<file path="src/rtl/mmio_pio_bank_if.sv">
// Avalon-MM slave bus bundle for the PIO bank.
//   mmo_address     word address
//   mmo_read        read strobe (data returned one cycle later)
//   mmo_write       write strobe
//   mmo_writedata   write data
//   mmo_byteenable  write byte lanes
//   mmo_readdata    registered read data
interface mmio_pio_bank_if #(
   parameter int ADDR_W = 5,
   parameter int DATA_W = 32
);
   logic [ADDR_W-1:0]   mmo_address;
   logic                mmo_read;
   logic                mmo_write;
   logic [DATA_W-1:0]   mmo_writedata;
   logic [DATA_W/8-1:0] mmo_byteenable;
   logic [DATA_W-1:0]   mmo_readdata;

   modport master (
      output mmo_address, mmo_read, mmo_write, mmo_writedata, mmo_byteenable,
      input  mmo_readdata
   );

   modport slave (
      input  mmo_address, mmo_read, mmo_write, mmo_writedata, mmo_byteenable,
      output mmo_readdata
   );
endinterface

</file>
<file path="src/rtl/mmio_pio_bank.sv">
// Avalon-MM PIO bank: synchronised + debounced inputs with selectable edge
// capture and masked level IRQ, plus an output register with set/clear aliases.
//   clk_clk        sole clock
//   reset_reset_n  async active-low reset
//   mmo            Avalon-MM slave bus (mmio_pio_bank_if.slave)
//   pio_in         async external inputs
//   pio_out        output register
//   irq            registered level interrupt
module mmio_pio_bank #(
   parameter int               ADDR_W  = 5,
   parameter int               DATA_W  = 32,
   parameter int               N_IN    = 5,
   parameter int               N_OUT   = 8,
   parameter int               DEB_CYC = 16,
   parameter logic [DATA_W-1:0] ID_VAL = 32'h5049_4F02
) (
   input  logic                 clk_clk,
   input  logic                 reset_reset_n,
   mmio_pio_bank_if.slave       mmo,
   input  logic [N_IN-1:0]      pio_in,
   output logic [N_OUT-1:0]     pio_out,
   output logic                 irq
);

   typedef enum logic [ADDR_W-1:0] {
      REG_DATA_IN  = ADDR_W'(0),
      REG_DATA_OUT = ADDR_W'(1),
      REG_EDGE_CAP = ADDR_W'(2),
      REG_IRQ_MASK = ADDR_W'(3),
      REG_EDGE_SEL = ADDR_W'(4),
      REG_OUT_SET  = ADDR_W'(5),
      REG_OUT_CLR  = ADDR_W'(6),
      REG_ID       = ADDR_W'(7)
   } reg_addr_e;

   logic [N_IN-1:0]   sync1_q, sync1_d, sync2_q, sync2_d;
   logic [N_IN-1:0]   deb;
   logic [N_IN-1:0]   deb_dly_q, deb_dly_d;
   logic [N_IN-1:0]   cap_q, cap_d, mask_q, mask_d, esel_q, esel_d;
   logic [N_OUT-1:0]  out_q, out_d;
   logic              irq_q, irq_d;
   logic [DATA_W-1:0] readdata_q, readdata_d;
   logic [DATA_W-1:0] be_mask, wm, rd;
   logic [N_IN-1:0]   rise, fall, hit;
   reg_addr_e         addr;
   logic              unused_bits;

   assign sync1_d = pio_in;
   assign sync2_d = sync1_q;

   // Debounce: a channel's counter runs only while sync disagrees with the
   // accepted level; the level flips after DEB_CYC consecutive disagreeing cycles.
   if (DEB_CYC > 0) begin : g_deb
      localparam int CW = $clog2(DEB_CYC + 1);
      logic [CW-1:0]   cnt_q [N_IN];
      logic [CW-1:0]   cnt_d [N_IN];
      logic [N_IN-1:0] lvl_q, lvl_d;

      always_comb begin
         lvl_d = lvl_q;
         for (int unsigned i = 0; i < N_IN; i++) begin
            cnt_d[i] = '0;
            if (sync2_q[i] != lvl_q[i]) begin
               if (cnt_q[i] == CW'(DEB_CYC - 1)) lvl_d[i] = sync2_q[i];
               else                              cnt_d[i] = cnt_q[i] + CW'(1);
            end
         end
      end

      always_ff @(posedge clk_clk or negedge reset_reset_n) begin
         if (!reset_reset_n) begin
            lvl_q <= '0;
            for (int unsigned i = 0; i < N_IN; i++) cnt_q[i] <= '0;
         end else begin
            lvl_q <= lvl_d;
            for (int unsigned i = 0; i < N_IN; i++) cnt_q[i] <= cnt_d[i];
         end
      end

      assign deb = lvl_q;
   end else begin : g_nodeb
      assign deb = sync2_q;
   end

   always_comb begin
      addr = reg_addr_e'(mmo.mmo_address);
      for (int unsigned i = 0; i < DATA_W / 8; i++)
         be_mask[i*8 +: 8] = {8{mmo.mmo_byteenable[i]}};
      wm = mmo.mmo_writedata & be_mask;

      // Edge detection looks only at the debounced level history, so flipping
      // EDGE_SEL on a steady input cannot create a spurious capture.
      deb_dly_d = deb;
      rise      = deb & ~deb_dly_q;
      fall      = ~deb & deb_dly_q;
      hit       = (esel_q & fall) | (~esel_q & rise);

      out_d  = out_q;
      mask_d = mask_q;
      esel_d = esel_q;
      cap_d  = cap_q;
      if (mmo.mmo_write) begin
         case (addr)
            REG_DATA_OUT: out_d  = (out_q & ~be_mask[N_OUT-1:0]) | wm[N_OUT-1:0];
            REG_OUT_SET:  out_d  = out_q | wm[N_OUT-1:0];
            REG_OUT_CLR:  out_d  = out_q & ~wm[N_OUT-1:0];
            REG_IRQ_MASK: mask_d = (mask_q & ~be_mask[N_IN-1:0]) | wm[N_IN-1:0];
            REG_EDGE_SEL: esel_d = (esel_q & ~be_mask[N_IN-1:0]) | wm[N_IN-1:0];
            REG_EDGE_CAP: cap_d  = cap_q & ~wm[N_IN-1:0];
            default: ;
         endcase
      end
      // Applied after the W1C so a same-cycle event survives the clear.
      cap_d = cap_d | hit;

      irq_d = |(cap_q & mask_q);

      // Read mux sees pre-write register values.
      rd = '0;
      case (addr)
         REG_DATA_IN:  rd[N_IN-1:0]  = deb;
         REG_DATA_OUT: rd[N_OUT-1:0] = out_q;
         REG_EDGE_CAP: rd[N_IN-1:0]  = cap_q;
         REG_IRQ_MASK: rd[N_IN-1:0]  = mask_q;
         REG_EDGE_SEL: rd[N_IN-1:0]  = esel_q;
         REG_ID:       rd            = ID_VAL;
         default: ;
      endcase
      readdata_d = mmo.mmo_read ? rd : readdata_q;
   end

   always_ff @(posedge clk_clk or negedge reset_reset_n) begin
      if (!reset_reset_n) begin
         sync1_q    <= '0;
         sync2_q    <= '0;
         deb_dly_q  <= '0;
         cap_q      <= '0;
         mask_q     <= '0;
         esel_q     <= '0;
         out_q      <= '0;
         irq_q      <= 1'b0;
         readdata_q <= '0;
      end else begin
         sync1_q    <= sync1_d;
         sync2_q    <= sync2_d;
         deb_dly_q  <= deb_dly_d;
         cap_q      <= cap_d;
         mask_q     <= mask_d;
         esel_q     <= esel_d;
         out_q      <= out_d;
         irq_q      <= irq_d;
         readdata_q <= readdata_d;
      end
   end

   assign unused_bits      = ^{be_mask, wm};
   assign mmo.mmo_readdata = readdata_q;
   assign pio_out          = out_q;
   assign irq              = irq_q;

endmodule

</file>
<file path="src/flat_wrapper.sv">
// flat-port wrapper written by rule: the top's interface ports become plain ports
module mmio_pio_bank_flat 
#(
   parameter int               ADDR_W  = 5,
   parameter int               DATA_W  = 32,
   parameter int               N_IN    = 5,
   parameter int               N_OUT   = 8,
   parameter int               DEB_CYC = 16,
   parameter logic [DATA_W-1:0] ID_VAL = 32'h5049_4F02
)
  (clk_clk, reset_reset_n, pio_in, pio_out, irq, mmo_mmo_address, mmo_mmo_read, mmo_mmo_write, mmo_mmo_writedata, mmo_mmo_byteenable, mmo_mmo_readdata);
  mmio_pio_bank_if #(.ADDR_W(ADDR_W), .DATA_W(DATA_W)) mmo_i ();
  input  logic clk_clk;
  input  logic reset_reset_n;
  input  logic [N_IN-1:0] pio_in;
  output logic [N_OUT-1:0] pio_out;
  output logic irq;
  input wire logic [$bits(mmo_i.mmo_address)-1:0] mmo_mmo_address;
  input wire logic [$bits(mmo_i.mmo_read)-1:0] mmo_mmo_read;
  input wire logic [$bits(mmo_i.mmo_write)-1:0] mmo_mmo_write;
  input wire logic [$bits(mmo_i.mmo_writedata)-1:0] mmo_mmo_writedata;
  input wire logic [$bits(mmo_i.mmo_byteenable)-1:0] mmo_mmo_byteenable;
  output wire logic [$bits(mmo_i.mmo_readdata)-1:0] mmo_mmo_readdata;
  assign mmo_i.mmo_address = mmo_mmo_address;
  assign mmo_i.mmo_read = mmo_mmo_read;
  assign mmo_i.mmo_write = mmo_mmo_write;
  assign mmo_i.mmo_writedata = mmo_mmo_writedata;
  assign mmo_i.mmo_byteenable = mmo_mmo_byteenable;
  assign mmo_mmo_readdata = mmo_i.mmo_readdata;
  mmio_pio_bank #(.ADDR_W(ADDR_W), .DATA_W(DATA_W), .N_IN(N_IN), .N_OUT(N_OUT), .DEB_CYC(DEB_CYC), .ID_VAL(ID_VAL)) u_core (.clk_clk(clk_clk), .reset_reset_n(reset_reset_n), .mmo(mmo_i), .pio_in(pio_in), .pio_out(pio_out), .irq(irq));
endmodule
</file>
<file path="config.mk">
export PLATFORM = sky130hd
export DESIGN_NAME = mmio_pio_bank_flat
export DESIGN_NICKNAME = d
export VERILOG_FILES = /design/src/rtl/mmio_pio_bank_if.sv /design/src/rtl/mmio_pio_bank.sv /design/src/flat_wrapper.sv
export SDC_FILE = /design/constraint.sdc
export NUM_CORES = 1
export LEC_CHECK = 0
export BUFFER_PORTS_ARGS = -buffer_cell sky130_fd_sc_hd__buf_2
export CAP_MARGIN = 20
export CORE_ASPECT_RATIO = 0.7
export CORE_UTILIZATION = 50
export CTS_CLUSTER_SIZE = 24
export DETAILED_ROUTE_END_ITERATION = 16
export PLACE_DENSITY = 0.73
export SYNTH_ARGS = -nofsm -noshare
export SYNTH_HDL_FRONTEND = slang
export SYNTH_SLANG_ARGS = --single-unit
</file>
<file path="constraint.sdc">
create_clock -name clk_clk -period 2.4 [get_ports clk_clk]
set_input_delay 0.36 -clock clk_clk [delete_from_list [all_inputs] [get_ports clk_clk]]
set_output_delay 0.36 -clock clk_clk [all_outputs]
set_load 0.01 [all_outputs]
</file>
# Word-level counts from Yosys, hierarchy flattened
# Cells that the tools add are included.
dict set report word_totals {
  regBits 101
  memories 0
  elab_cells 92
  latch_bits 0
  ramBits 0
  in_bits 50
  romBits 0
}
dict set report classes {
  div_mod_pow 0
  n_shift 0
  reduce_logical 11
  n_eq_ne 17
  n_mux 16
  n_lt_le_gt_ge 0
  n_bitwise 24
  n_mul 0
  n_addsub 5
}
# cell count
set op_table {}
lappend op_table {{two-way mux 5 bit} 12}
lappend op_table {{bitwise AND 5 bit} 8}
lappend op_table {{case mux 5 bit (6 select lines)} 1}
lappend op_table {{adder 5 x 1 -> 5 bit, second input constant} 5}
lappend op_table {{equality test 5 x 4 -> 1 bit, second input constant} 5}
lappend op_table {{inverter 5 bit} 5}
lappend op_table {{bitwise AND 8 bit} 3}
lappend op_table {{case mux 8 bit (3 select lines)} 1}
lappend op_table {{two-way mux 23 bit} 1}
lappend op_table {{equality test 5 x 3 -> 1 bit, second input constant} 4}
lappend op_table {{OR 5 bit} 4}
lappend op_table {{inverter 8 bit} 2}
lappend op_table {{OR 8 bit} 2}
lappend op_table {{AND reduction 2 bit} 8}
lappend op_table {{equality test 5 x 2 -> 1 bit, second input constant} 2}
lappend op_table {{equality test 5 x 1 -> 1 bit, second input constant} 1}
lappend op_table {{logical NOT 5 bit} 1}
lappend op_table {{!= test 1 bit} 5}
lappend op_table {{OR reduction 5 bit} 1}
lappend op_table {{two-way mux 3 bit} 1}
lappend op_table {{nonzero test 3 bit} 1}

# Logic depth before layout (Yosys ltp)
# Gate-level depths: netlist of run 1.
dict set report depth {
  ltp_word 6
  depth_mapped 6
  mapped_depth_nobuf 5
}

# Worst setup path before layout of run 1
# OpenSTA, ideal clock, no wires.
dict set report synth_timing {
  path_type {in2reg}
  start {input mmo_mmo_address[0]}
  end {register u_core.cap_q[0]}
  path_buffers 1
  arrival_ns 1.426
  slack_ns 0.848
  path_stages 5
  t_required_ns 2.274
  path_cell_list {buf_2 > nand2b_1 > nor3_1 > nand2_1 > a221o_1}
}
dict set report synth_between {
  elab_chain_len 4
}
# item line
set synth_lines {}
lappend synth_lines {{from (decl)} flat_wrapper.sv:18} ;# input wire logic [$bits(mmo_i.mmo_address)-1:0] mmo_mmo_address;
lappend synth_lines {{equality test 5 x 2 -> 1 bit} mmio_pio_bank.sv:103} ;# case (addr)
lappend synth_lines {{two-way mux 5 bit} mmio_pio_bank.sv:103}
lappend synth_lines {{two-way mux 5 bit} mmio_pio_bank.sv:102} ;# if (mmo.mmo_write) begin
lappend synth_lines {{OR 5 bit} mmio_pio_bank.sv:114} ;# cap_d = cap_d | hit;
lappend synth_lines {{named net u_core.cap_d[0]} mmio_pio_bank.sv:39} ;# logic [N_IN-1:0] cap_q, cap_d, mask_q, mask_d, esel_q, esel_d;
lappend synth_lines {{to (signal assigned)} mmio_pio_bank.sv:147} ;# cap_q <= cap_d;
lappend synth_lines {{to (decl)} mmio_pio_bank.sv:39}
# The timed path passes the listed nets, and every way through them passes these cells.
# A chain may end at the register's enable or synchronous reset.

==> results.sh, run 1 <==
export IMPL_outcome="complete, no violations"
export IMPL_dpl_cell_area_mm2=0.00371
export IMPL_layout_min_cycle_time_ps=1430
export IMPL_setup_total_negative_slack_ps=0
export IMPL_worst_setup_slack_before_clock_tree_synthesis_ps=607
export IMPL_synth_ff_type="sky130_fd_sc_hd__dfrtp_1"
export IMPL_first_global_vias=2127
export IMPL_ios=91
export IMPL_n_fill_cell=541
export IMPL_number_of_remaining_drc_errors=0
export IMPL_top_cell_family_by_delay_on_the_critical_path="simple AND/OR/NAND/NOR gates"
export IMPL_critical_path_max_fanout=5
export IMPL_unrepaired_setup_endpoints_after_global_routing="false"
export IMPL_detail_route_iter0_violations=130
export IMPL_area_growth_syn_to_layout_pct=12.1
export IMPL_cts_buffers=9
export IMPL_die_height_um=71.5
export IMPL_p_switching_w=0.000671
export IMPL_dieArea_mm2=0.00725
export IMPL_synth_seq_area_share_pct=56.5
export IMPL_p_int_w=0.00189
export IMPL_std_cell_rows=24
export IMPL_max_slew_margin_pct=57.9
export IMPL_worst_slew_pin_transition_ps=630
export IMPL_hold_fix_buffers_cts=0
export IMPL_worst_endpoint_required_ps=2630
export IMPL_buffer_ports_inserted=49
export IMPL_clock_tree_root="sky130_fd_sc_hd__clkbuf_8"
export IMPL_grt_util_all_layers_pct=18.9
export IMPL_first_pass_grt_wire_length_um=10100
export IMPL_arrival_ps=1670
export IMPL_timing_final_crit_share_pct=59.8
export IMPL_power_share_sequential_pct=57.2
export IMPL_post_synth_fa_ha_maj_area_fraction_pct=1.81
export IMPL_critical_path_depth=4
export IMPL_worstSetupEndpointType="flop"
export IMPL_synth_edff_count=0
export IMPL_core_area_mm2=0.00646
export IMPL_critical_path_startpoint_type="input port"
export IMPL_antenna_violating_nets_post_route=0
export IMPL_chipWidth_um=101
export IMPL_path_cells="buf_2 -> nand4bb_4 -> or4_1 -> mux2_2"
export IMPL_wirelength_um=6090
export IMPL_max_cap_violations=0
export IMPL_start_util_pct=53.5
export IMPL_tritoncts="built"
export IMPL_htree_levels=3
export IMPL_worstSetupPathType="in2reg"
export IMPL_yosys_area_share_xor_xnor_pct=3.80
export IMPL_synth_compound_gate_area_share_pct=9.85
export IMPL_critical_path_max_stage_delay_ps=600
export IMPL_timing_critical_path_slowest_stage_cell="sky130_fd_sc_hd__or4_1"
export IMPL_number_of_antenna_violations_at_the_first_check_in_global_routing=0
export IMPL_total_power_w=0.00256
export IMPL_synth_area_in_simple_gates_pct=14.0
export IMPL_count_of_final_max_slew_check_failures=0
export IMPL_reg2regPathDepth=2
export IMPL_synth_seq_cells=78
export IMPL_cellPowerDensity_mw_per_mm2=662
export IMPL_ant_diodes=0
export IMPL_leakagePower_nw=1.99
export IMPL_clock_power_share_pct=32.3
export IMPL_cts_setup_buffers=0
export IMPL_synth_top_family_by_area="simple AND/OR/NAND/NOR gates"
export IMPL_globalRoute_totalOverflow=0
export IMPL_cts_num_sinks=78
export IMPL_async_s_r_ff_share_synth_pct=100
export IMPL_insertion_delay_ps=350
export IMPL_synthCells=297
export IMPL_fmax_mhz=697
export IMPL_clock_skew_ps=6.74
export IMPL_timing_hold_ws_ps=12.6
export IMPL_design_area_mm2=0.00387
export IMPL_min_delay_path_class="in2async"
export IMPL_post_route_cells_drive_above_1_share_pct=25.3
export IMPL_netSwitchingFraction_pct=26.2
export IMPL_wl_per_cell_um=13.8
export IMPL_finish_net_count=402
export IMPL_via_count=2273
export IMPL_clk_path_buf_depth=2
export IMPL_timing_final_ws_setup_ps=965
export IMPL_clkSlewWorstSetupHoldPaths_ps=80
export IMPL_commonest_cells_after_routing_fill_and_taps_aside="sky130_fd_sc_hd__dfrtp_1 (78), sky130_fd_sc_hd__buf_2 (48), sky130_fd_sc_hd__nor2_1 (25), sky130_fd_sc_hd__o21ai_0 (21), sky130_fd_sc_hd__nand2_1 (17)"
export IMPL_grt_start_max_net_pins=47
export IMPL_avgSynthCellArea_um2=11.6
export IMPL_yosys_warnings=0
export IMPL_final_common_cell="sky130_fd_sc_hd__dfrtp_1"
export IMPL_routed_via_density=5.13
export IMPL_worstPathBufferInverterCount=1
export IMPL_mappedNetlistArea_mm2=0.00345
export IMPL_combPwrFrac_pct=10.4
export IMPL_irDropWorstVdd_mv=0.261
export IMPL_synth_area_mux_share_pct=7.06
export IMPL_finalSetupViolCount=0
export IMPL_timing_hold_violations_final=0
export IMPL_place_congestion=0.817
export IMPL_dp_final_hpwl_um=4390
export IMPL_postCtsResizedCells=0
export IMPL_yosysUniqueCellTypes=37
export IMPL_drt_pass_1_iters=6
[worst reg2reg max path, cell delays in order (launching register included)]
cell and delay, ps:
sky130_fd_sc_hd__dfrtp_1 450, sky130_fd_sc_hd__mux4_2 490, sky130_fd_sc_hd__a221o_1 350
[cell usage after synthesis, types with 4 or more instances]
cell	number	share of area, %
sky130_fd_sc_hd__nor2b_1	10	1.8
sky130_fd_sc_hd__and2_1	7	1.3
sky130_fd_sc_hd__ha_1	5	1.8
sky130_fd_sc_hd__a22o_1	10	2.5
sky130_fd_sc_hd__nor2_1	25	2.7
sky130_fd_sc_hd__nand2_1	17	1.8
sky130_fd_sc_hd__xor2_1	15	3.8
sky130_fd_sc_hd__o21ai_0	21	3.0
sky130_fd_sc_hd__buf_4	24	5.2
sky130_fd_sc_hd__nor3b_1	4	0.87
sky130_fd_sc_hd__and3_1	5	0.91
sky130_fd_sc_hd__nand3_1	13	1.9
sky130_fd_sc_hd__inv_1	8	0.87
sky130_fd_sc_hd__dfrtp_1	78	57
sky130_fd_sc_hd__buf_2	4	0.58
sky130_fd_sc_hd__a221o_1	8	2.3
sky130_fd_sc_hd__mux2_2	15	4.9
[final timing paths]
kind	from	endpoint	slack, ps
min reg2reg	u_core.sync1_q[1]	u_core.sync2_q[1]	350
min in group clk_clk	pio_in[0]	u_core.sync1_q[0]	110
max	mmo_mmo_address[4]	flop	970
max reg2reg	u_core.deb[4]	u_core.mmo.mmo_readdata[4]	1010
min	reset_reset_n	u_core.g_deb.cnt_q[0]	10
max in group asynchronous	reset_reset_n	u_core.sync2_q[1]	1790
[cell type report]
type	instances	area (um^2)	area share, %
Inverter	9	33.8	0.872
Multi-Input combinational cell	194	1310	33.9
Tap cell	91	114	2.94
Clock inverter	6	38.8	1.00
Sequential cell	78	1950	50.4
Clock buffer	10	128	3.30
Timing Repair Buffer	55	293	7.56
[routing by layer]
metal  track usage [%]  routed length (um)  vias to the layer above
li1                  -                   -                     1099
met2              27.1                2690                       71
met1              26.8                3000                     1099
met5                 0                   0                        -
met3              7.71                 378                        4
met4              4.83                  23                        0
[stage by stage]
stage                     util, %  instances
after floorplan                 -        310
after global placement       57.4        427
after detailed placement     57.4        427
after CTS                    60.0        443
after global routing         60.0        443
final                        60.0        443
[cells by family after synthesis]
kind of cell	after synthesis
AND/OR/NAND/NOR	92
flip-flops	78
adder cells (fa/ha/maj)	5
multiplexers	20
buffers and inverters	38
other	1
XOR/XNOR	15
AO/OA/AOI/OAI	48
[power by group through the flow]
stage          logic [W]  clock network [W]  registers, W
2_1_floorplan   0.000167                  0       0.00149
3_3_place_gp    0.000265                  0       0.00149
3_5_place_dp    0.000271                  0       0.00149
4_1_cts         0.000272           0.000862       0.00147
5_1_grt         0.000307           0.000923       0.00148
6_report        0.000268           0.000829       0.00147
(Power assumes the default switching activity.)
==> run 2, diff against run 1 <==
==> constraint.sdc (replaced) <==
create_clock -name clk_clk -period 1.4 [get_ports clk_clk]
set_input_delay 0.21 -clock clk_clk [delete_from_list [all_inputs] [get_ports clk_clk]]
set_output_delay 0.21 -clock clk_clk [all_outputs]
set_load 0.01 [all_outputs]
==> run 2 against run 1 <==
  * Total power up 84%
  * First-iteration DRC count down 14%
  * Count of clock-buffer cells in the layout up 3
  * Worst setup slack worse by 920 ps
  * Worst hold slack better by 73 ps
  * Register-to-register slack worse by 960 ps
  * Via count up 3.6%
  * Clock power up 100%
  * Cell area up 6.0%
  * Clock skew down 3.0 ps
  * Core utilization up 3.6 points
==> results.sh, run 2 (same netlist as run 1, synthesis figures left out) <==
export IMPL_worst_setup_slack_before_clock_tree_synthesis_ps=-201
export IMPL_worst_endpoint_required_ps=1640
export IMPL_die_height_um=71.5
export IMPL_dpl_cell_area_mm2=0.00384
export IMPL_critical_path_max_stage_delay_ps=490
export IMPL_number_of_remaining_drc_errors=0
export IMPL_via_count=2354
export IMPL_insertion_delay_ps=350
export IMPL_cts_buffers=9
export IMPL_min_delay_path_class="in2reg"
export IMPL_multiInputGateArea_mm2=0.00132
export IMPL_buffer_ports_inserted=49
export IMPL_routed_via_density=5.06
export IMPL_timing_final_ws_setup_ps=49.6
export IMPL_arrival_ps=1590
export IMPL_grt_busiest_layer="met2"
export IMPL_place_congestion=0.758
export IMPL_ff_latch_area_mm2=0.00195
export IMPL_core_area_mm2=0.00646
export IMPL_tritoncts="built"
export IMPL_htree_levels=3
export IMPL_design_area_mm2=0.00411
export IMPL_total_power_w=0.00471
export IMPL_detail_route_iter0_violations=112
export IMPL_cts_setup_buffers=0
export IMPL_leakagePower_nw=2.12
export IMPL_worstSetupPathType="reg2reg"
export IMPL_r2r_slack_ps=50
export IMPL_antenna_violating_nets_post_route=0
export IMPL_fmax_mhz=741
export IMPL_finalSetupViolCount=0
export IMPL_timing_hold_ws_ps=85.2
export IMPL_final_common_cell="sky130_fd_sc_hd__dfrtp_1"
export IMPL_gr_met2_demand_resource_pct=30.6
export IMPL_timing_critical_path_slowest_stage_cell="sky130_fd_sc_hd__mux4_2"
export IMPL_critical_path_max_fanout=3
export IMPL_drt_pass_1_iters=4
export IMPL_critical_path_startpoint_type="flop"
export IMPL_finish_net_count=424
export IMPL_max_slew_margin_pct=59.2
export IMPL_globalRoute_totalOverflow=0
export IMPL_number_of_antenna_violations_at_the_first_check_in_global_routing=0
export IMPL_worstSetupEndpointType="flop"
export IMPL_outcome="complete, no violations"
export IMPL_n_fill_cell=518
export IMPL_dieArea_mm2=0.00725
export IMPL_post_route_cells_drive_above_1_share_pct=28.3
export IMPL_start_util_pct=53.5
export IMPL_area_growth_syn_to_layout_pct=18.9
export IMPL_clock_skew_ps=3.74
export IMPL_use_met1_pct=26.8
export IMPL_wl_per_cell_um=13.7
export IMPL_clk_path_buf_depth=2
export IMPL_cts_num_sinks=78
export IMPL_clock_tree_root="sky130_fd_sc_hd__clkbuf_8"
export IMPL_dp_final_hpwl_um=4660
export IMPL_worstPathBufferInverterCount=0
export IMPL_commonest_cells_after_routing_fill_and_taps_aside="sky130_fd_sc_hd__dfrtp_1 (78), sky130_fd_sc_hd__buf_2 (48), sky130_fd_sc_hd__nor2_1 (25), sky130_fd_sc_hd__buf_4 (22), sky130_fd_sc_hd__o21ai_0 (20)"
export IMPL_layout_min_cycle_time_ps=1350
export IMPL_postLayoutCoreUtil_pct=63.6
export IMPL_timing_final_crit_share_pct=96.5
export IMPL_worst_slew_pin_transition_ps=610
export IMPL_first_global_vias=2275
export IMPL_std_cell_rows=24
export IMPL_irDropWorstVdd_mv=0.770
export IMPL_grt_util_all_layers_pct=20.1
export IMPL_wirelength_um=6360
export IMPL_max_cap_violations=0
export IMPL_count_of_final_max_slew_check_failures=0
export IMPL_chipWidth_um=101
export IMPL_path_cells="mux4_2 -> a221o_1"
export IMPL_top_cell_family_by_delay_on_the_critical_path="multiplexers"
export IMPL_gr_usage_met3_pct=8.20
export IMPL_ant_diodes=0
export IMPL_grt_start_max_net_pins=36
export IMPL_unrepaired_setup_endpoints_after_global_routing="false"
export IMPL_clkSlewWorstSetupHoldPaths_ps=70
export IMPL_first_pass_grt_wire_length_um=10800
export IMPL_timing_hold_violations_final=0
export IMPL_ios=91
export IMPL_cellPowerDensity_mw_per_mm2=1150
## run 2: area by class of cell
class                           count  area share (%)
Inverter                            9           0.823
Timing Repair Buffer               77            11.8
Tap cell                           91            2.77
Sequential cell                    78            47.5
Clock buffer                       13            3.87
Multi-Input combinational cell    194            32.1
Clock inverter                      3            1.04
## run 2: metal layers
layer | part of all wire, % | wire [um] | vias up
li1 | - | - | 1144
met1 | 47 | 2990 | 1137
met2 | 46 | 2930 | 67
met3 | 6.2 | 393 | 6
met4 | 0.85 | 54 | 0
met5 | 0 | 0 | -
## run 2: path summary, 6_finish.rpt
| path | from | endpoint | cells past startpoint |
|---|---|---|---|
| min in group asynchronous | reset_reset_n | u_core.g_deb.cnt_q[6] | 2 |
| worst min-delay path | mmo_mmo_writedata[6] | u_core.pio_out[6] | 2 |
| worst max-delay path | flop | u_core.mmo.mmo_readdata[4] | 2 |
| worst min register to register | u_core.sync1_q[0] | u_core.sync2_q[0] | 0 |
| max in group asynchronous | reset_reset_n | u_core.sync2_q[2] | 3 |
| worst max register to register | flop | u_core.mmo.mmo_readdata[4] | 2 |
## run 2: where the power goes
group	total (W)	leakage [nW]	switching, W	internal [W]
logic	0.000508	0.983	0.000260	0.000248
registers	0.00252	1.03	0.000118	0.00240
clock network	0.00169	0.0996	0.000768	0.000919
## run 2: repair_timing
action	CTS	global route
endpoints found under the setup margin	0	2
gates resized for setup	0	2
endpoints found under the hold margin	29	0
hold buffers	6	0
## run 2: stage by stage
step	TNS (ps)	cells
floorplan	0	310
global placement	-2010	443
detailed placement	-2730	443
CTS	0	465
global route	0	465
finish	0	465
